==> config.mk <==
export PLATFORM = sky130hd
export DESIGN_NAME = bus_arbiter_flat
export DESIGN_NICKNAME = d
export VERILOG_FILES = /design/src/rtl/bus_arbiter_if.sv /design/src/rtl/bus_arbiter.sv /design/src/flat_wrapper.sv
export SDC_FILE = /design/constraint.sdc
export NUM_CORES = 1
export LEC_CHECK = 0
export BUFFER_PORTS_ARGS = -buffer_cell sky130_fd_sc_hd__buf_2
export CAP_MARGIN = 10
export CORE_MARGIN = 2
export CORE_UTILIZATION = 34
export CTS_BUF_LIST = sky130_fd_sc_hd__clkbuf_8 sky130_fd_sc_hd__clkbuf_16
export DETAILED_ROUTE_END_ITERATION = 12
export GPL_TIMING_DRIVEN = 0
export SYNTH_ARGS = -nofsm -noshare
export SYNTH_HDL_FRONTEND = slang
export SYNTH_SLANG_ARGS = --single-unit
==> constraint.sdc <==
create_clock -name clock -period 3.8 [get_ports clock]
set_clock_uncertainty 0.1 [all_clocks]
set_input_delay 0.19 -clock clock [delete_from_list [all_inputs] [get_ports clock]]
set_output_delay 0.19 -clock clock [all_outputs]
set_load 0.05 [all_outputs]
==> src/rtl/bus_arbiter_if.sv <==
// Shared-bus arbitration interface: requester side (req/lock/src/dst) and
// arbiter side (grant, mux select, destination enable, error, busy).
interface bus_arbiter_if #(
  parameter int NREQ = 4
);
  logic [NREQ-1:0]   req;
  logic [NREQ-1:0]   lock;
  logic [5*NREQ-1:0] src;
  logic [5*NREQ-1:0] dst;
  logic [NREQ-1:0]   gnt;
  logic [4:0]        mux_select;
  logic [31:0]       dst_en;
  logic [NREQ-1:0]   err;
  logic              busy;

  modport master (
    output req, lock, src, dst,
    input  gnt, mux_select, dst_en, err, busy
  );

  modport slave (
    input  req, lock, src, dst,
    output gnt, mux_select, dst_en, err, busy
  );
endinterface

==> src/rtl/bus_arbiter.sv <==
// Round-robin arbiter and transfer sequencer for the 32-bit internal bus.
// Optional lock timeout is built only when BUS_ARB_TIMEOUT_EN is defined.
//
// state | meaning
// IDLE  | no grant active, searching from ptr
// GRANT | first cycle of a grant to owner
// HOLD  | owner keeps the bus under lock
module bus_arbiter #(
  parameter int NREQ     = 4,
  parameter int MAX_HOLD = 8
) (
  input  logic         clock,
  input  logic         clear,
  bus_arbiter_if.slave bus
);
  localparam int PW = $clog2(NREQ);

  typedef enum logic [1:0] {IDLE, GRANT, HOLD} state_t;

  state_t          state;
  logic [PW-1:0]   ptr;
  logic [PW-1:0]   owner;
  logic [NREQ-1:0] gnt_q;
  logic [NREQ-1:0] err_q;
  logic [4:0]      mux_q;
  logic [31:0]     dst_en_q;
  logic            busy_q;

  logic [4:0]      src_code [NREQ];
  logic [4:0]      dst_code [NREQ];
  logic [NREQ-1:0] code_ok;
  logic [NREQ-1:0] valid;
  logic [PW-1:0]   start;
  logic [PW-1:0]   idx;
  logic [PW-1:0]   win;
  logic            found;
  logic            timeout;
  logic            keep;

  function automatic logic [PW-1:0] next_idx(input logic [PW-1:0] i);
    if (int'(i) == NREQ - 1) return '0;
    else return i + 1'b1;
  endfunction

  always_comb begin
    for (int i = 0; i < NREQ; i++) begin
      src_code[i] = bus.src[5*i +: 5];
      dst_code[i] = bus.dst[5*i +: 5];
      code_ok[i]  = (src_code[i] <= 5'd23) && (dst_code[i] <= 5'd24);
    end
    valid = bus.req & code_ok;
  end

  // A grant that ends moves the search start just past its owner.
  assign start = (state == IDLE) ? ptr : next_idx(owner);

  always_comb begin
    found = 1'b0;
    win   = '0;
    idx   = '0;
    for (int k = 0; k < NREQ; k++) begin
      idx = PW'((int'(start) + k) % NREQ);
      if (!found && valid[idx]) begin
        found = 1'b1;
        win   = idx;
      end
    end
  end

`ifdef BUS_ARB_TIMEOUT_EN
  localparam int HW = $clog2(MAX_HOLD + 1);
  logic [HW-1:0] hold_cnt;

  assign timeout = (int'(hold_cnt) >= MAX_HOLD);

  always_ff @(posedge clock) begin
    if (clear) begin
      hold_cnt <= '0;
    end else if (keep) begin
      hold_cnt <= hold_cnt + 1'b1;
    end else if (found) begin
      hold_cnt <= HW'(1);
    end else begin
      hold_cnt <= '0;
    end
  end
`else
  assign timeout = 1'b0;
`endif

  assign keep = (state != IDLE) && bus.req[owner] && bus.lock[owner] && !timeout;

  always_ff @(posedge clock) begin
    if (clear) begin
      state    <= IDLE;
      ptr      <= '0;
      owner    <= '0;
      gnt_q    <= '0;
      err_q    <= '0;
      mux_q    <= '0;
      dst_en_q <= '0;
      busy_q   <= 1'b0;
    end else begin
      err_q <= bus.req & ~code_ok;
      if (keep) begin
        state <= HOLD;
        // Invalid codes mid-hold suppress the load but keep the grant.
        if (code_ok[owner]) begin
          mux_q    <= src_code[owner];
          dst_en_q <= 32'd1 << dst_code[owner];
        end else begin
          dst_en_q <= '0;
        end
      end else begin
        if (state != IDLE) ptr <= next_idx(owner);
        if (found) begin
          state    <= GRANT;
          owner    <= win;
          gnt_q    <= {{(NREQ-1){1'b0}}, 1'b1} << win;
          mux_q    <= src_code[win];
          dst_en_q <= 32'd1 << dst_code[win];
          busy_q   <= 1'b1;
        end else begin
          state    <= IDLE;
          gnt_q    <= '0;
          dst_en_q <= '0;
          busy_q   <= 1'b0;
        end
      end
    end
  end

  assign bus.gnt        = gnt_q;
  assign bus.err        = err_q;
  assign bus.mux_select = mux_q;
  assign bus.dst_en     = dst_en_q;
  assign bus.busy       = busy_q;
endmodule

==> src/flat_wrapper.sv <==
// flat-port wrapper written by rule: the top's interface ports become plain ports
module bus_arbiter_flat 
#(
  parameter int NREQ     = 4,
  parameter int MAX_HOLD = 8
)
  (clock, clear, bus_req, bus_lock, bus_src, bus_dst, bus_gnt, bus_mux_select, bus_dst_en, bus_err, bus_busy);
  bus_arbiter_if #(.NREQ(NREQ)) bus_i ();
  input  logic clock;
  input  logic clear;
  input wire logic [$bits(bus_i.req)-1:0] bus_req;
  input wire logic [$bits(bus_i.lock)-1:0] bus_lock;
  input wire logic [$bits(bus_i.src)-1:0] bus_src;
  input wire logic [$bits(bus_i.dst)-1:0] bus_dst;
  output wire logic [$bits(bus_i.gnt)-1:0] bus_gnt;
  output wire logic [$bits(bus_i.mux_select)-1:0] bus_mux_select;
  output wire logic [$bits(bus_i.dst_en)-1:0] bus_dst_en;
  output wire logic [$bits(bus_i.err)-1:0] bus_err;
  output wire logic [$bits(bus_i.busy)-1:0] bus_busy;
  assign bus_i.req = bus_req;
  assign bus_i.lock = bus_lock;
  assign bus_i.src = bus_src;
  assign bus_i.dst = bus_dst;
  assign bus_gnt = bus_i.gnt;
  assign bus_mux_select = bus_i.mux_select;
  assign bus_dst_en = bus_i.dst_en;
  assign bus_err = bus_i.err;
  assign bus_busy = bus_i.busy;
  bus_arbiter #(.NREQ(NREQ), .MAX_HOLD(MAX_HOLD)) u_core (.clock(clock), .clear(clear), .bus(bus_i));
endmodule
==> results.cfg <==
[die]
die_h_um = 96.8
die_area_sq_um = 9370
io_pins = 96
coreArea_sq_um = 8300
start_util_pct = 35.3
dieWidth_um = 96.8
row_count = 33

[routing]
drt_wl_total_um = 9440
drtPass1Iterations = 5
vias = 3016
drc = 0
viasPerCell = 5.88
drt_iter0_drc = 189
wl_per_cell_um = 18.4
drtAntennaViolNets = 0

[timing]
slew_violations = 0
hold_ws_ns = 0.0644
fmax_ghz = 0.321
relSlewSlack_pct = 51.0
setup_tns_ns = 0
grt_setup_unrepaired = no
fin_crit_ns = 3.11
worst_pin_slew_ns = 0.735
fin_crit_sh_pct = 81.9
hold_viol = 0
setup_viol = 0

[critical_path]
cp_max_fo = 10
crit-reg2reg-launch = u_core.owner[0]
ff2ff_path_depth = 10
crit_type = reg -> reg
critPathLaunchType = flop
end_kind = flop
crit_path_start = u_core.owner[0]
worst-endpoint-required_ns = 3.91
reg2reg_setup_slack_ns = 0.69
timing.rr.end = u_core.bus.dst_en[22]
arrival_ns = 3.22

[logic_synthesis]
yosysWarningCount = 0
yosysTopAreaCell = dfxtp_1
synth_compound_area_share_pct = 32.0
ys.flop_type = dfxtp_1
synth-seq-cells = 52
avgSynthCellArea_sq_um = 9.76
netlist-cell-type-count = 63
synth_cells = 300
synth_top_family_by_area = compound AO/OA/AOI/OAI gates
synthXorXnorAreaFrac_pct = 0
synth_top_area_share_pct = 35.5
synth_edf_count = 0
async_flop_share_pct = 0
synthMuxAreaShare_pct = 11.7
seq_area_frac_synth_pct = 35.5
synth_adder_area_share_pct = 0.427
yosys.area_share.simple_pct = 17.3
synthTopCellsByArea = dfxtp_1 (36%), mux4_2 (9.2%), o32ai_1 (7.8%)
synth_area_sq_um = 2930

[clocking]
clock-sinks = 52
cts.path.max_buffers = 2
cts_tree = yes
clkTransAtPathRegs_ns = 0.10
holdBufCountCts = 0
post-cts-setup-buffers = 0
cts_resized = 0
cts_root_buffer = clkbuf_8
cts_buffers = 5
cts_htree_levels = 2
clock_latency_ns = 0.31

[layout]
final_cells = 513
final_common_cell = buf_2
fin_util_pct = 43.9
drive_above_1_share_pct = 35.5
layout.nets = 458
diodes = 0
area_delta_synth_final_pct = 24.4
final_cell_mix = buf_2 (101), dfxtp_1 (52), nand2_1 (33)

[place]
gp_congestion = 0.905
portBuffers = 94
dpl.cell_count = 505
post-dp-hpwl_um = 7420

[power]
ir_drop_mv = 0.191
leakagePower_nw = 1.50
powerDensity_nw_per_um2 = 467

[run]
cap_violations = 0

[min_path]
hp-class = in -> reg
whs_path_depth = 2
min-delay-start = bus_req[2]
holdPathEnd = u_core.bus.err[2]

[grt]
antenna_found_initial = 0
first_global_vias = 2849
grt_usage_pct = 20.1
grt_pass1_wl_um = 15400
grt_overflow = 0
grt_max_degree = 18

[outcome]
status = completed
## sequential cells by signal (all words and copies together), names as in the netlist
name                   cells
u_core.state               2
u_core.bus.gnt             4
u_core.owner               2
u_core.ptr                 2
u_core.bus.err             4
u_core.bus.mux_select      5
u_core.bus.dst_en         32
u_core.bus.busy            1
## cells by family (layout without fill, tap and decap cells)
group           after synthesis  count (layout)
compound gates              109             109
simple gates                 99              99
flops                        52              52
mux                          19              19
buf+inv                      19             121
fa+ha+maj                     1               1
other cells                   1               7
## cell type report
class | count | area, sq um
fillers | 851 | 4660
well taps | 105 | 131
flip-flops and latches | 52 | 1040
repair buffers | 94 | 470
multi-input cells | 235 | 1820
clock buffers | 5 | 68.8
plain buffers | 16 | 76.3
inverters | 3 | 11.3
clock inverters | 3 | 21.3
## critical path, stage by stage, from the launching register on
cell and delay [ns]:
dfxtp_1 0.55, ha_1 0.32, o21ai_0 0.15, nand2_1 0.24, a21o_1 0.22, buf_2 0.19
a311oi_1 0.34, a22oi_1 0.17, nand2b_1 0.18, clkbuf_1 0.20, o32ai_1 0.34
## cell usage after synthesis (all sizes together), types with 4 or more instances
cell     number
a211oi        7
a21boi        4
a21oi        11
a311o         4
a311oi        7
a32oi         4
and3          5
buf          10
clkbuf        6
dfxtp        52
mux2i         5
mux4         12
nand2        34
nand2b        4
nand3         6
nor2         24
nor3          4
nor3b         5
o2111ai       4
o21ai        11
o311a         4
o311ai        4
o32ai        26
or2           6
## metal layers
layer	global-route usage, %	vias up	share of wire, %
li1	-	1419	-
met1	26.1	1442	42
met2	34.9	138	50
met3	3.11	17	5.8
met4	5.31	0	1.6
met5	0	-	0
## report_power, final
group	internal, mW	switching [mW]	leakage [nW]
Combinational	0.261	0.502	1.03
Sequential	0.589	0.0267	0.426
Clock	0.131	0.191	0.0445
## how the worst max path moves through the flow
| stage | cells after the start | endpoint | slack [ns] |
|---|---|---|---|
| after detailed placement | 10 | u_core.bus.dst_en[22] | 0.73 |
| after floorplan | 10 | u_core.bus.dst_en[16] | 1.21 |
| after CTS | 10 | u_core.bus.dst_en[22] | 0.70 |
| final | 10 | u_core.bus.dst_en[22] | 0.69 |
| after global routing | 10 | u_core.bus.dst_en[6] | 0.45 |
| after global placement | 10 | u_core.bus.dst_en[20] | 0.77 |
## per-stage QoR
stage	total power, mW	instance area (sq um)	setup WS [ns]
2_1_floorplan	1.18	2950	1.21
3_3_place_gp	1.38	3550	0.768
3_5_place_dp	1.38	3550	0.730
4_1_cts	1.70	3640	0.697
5_1_grt	1.79	3640	0.448
6_report	1.70	3640	0.686
Power figures use the tool's default switching activity.
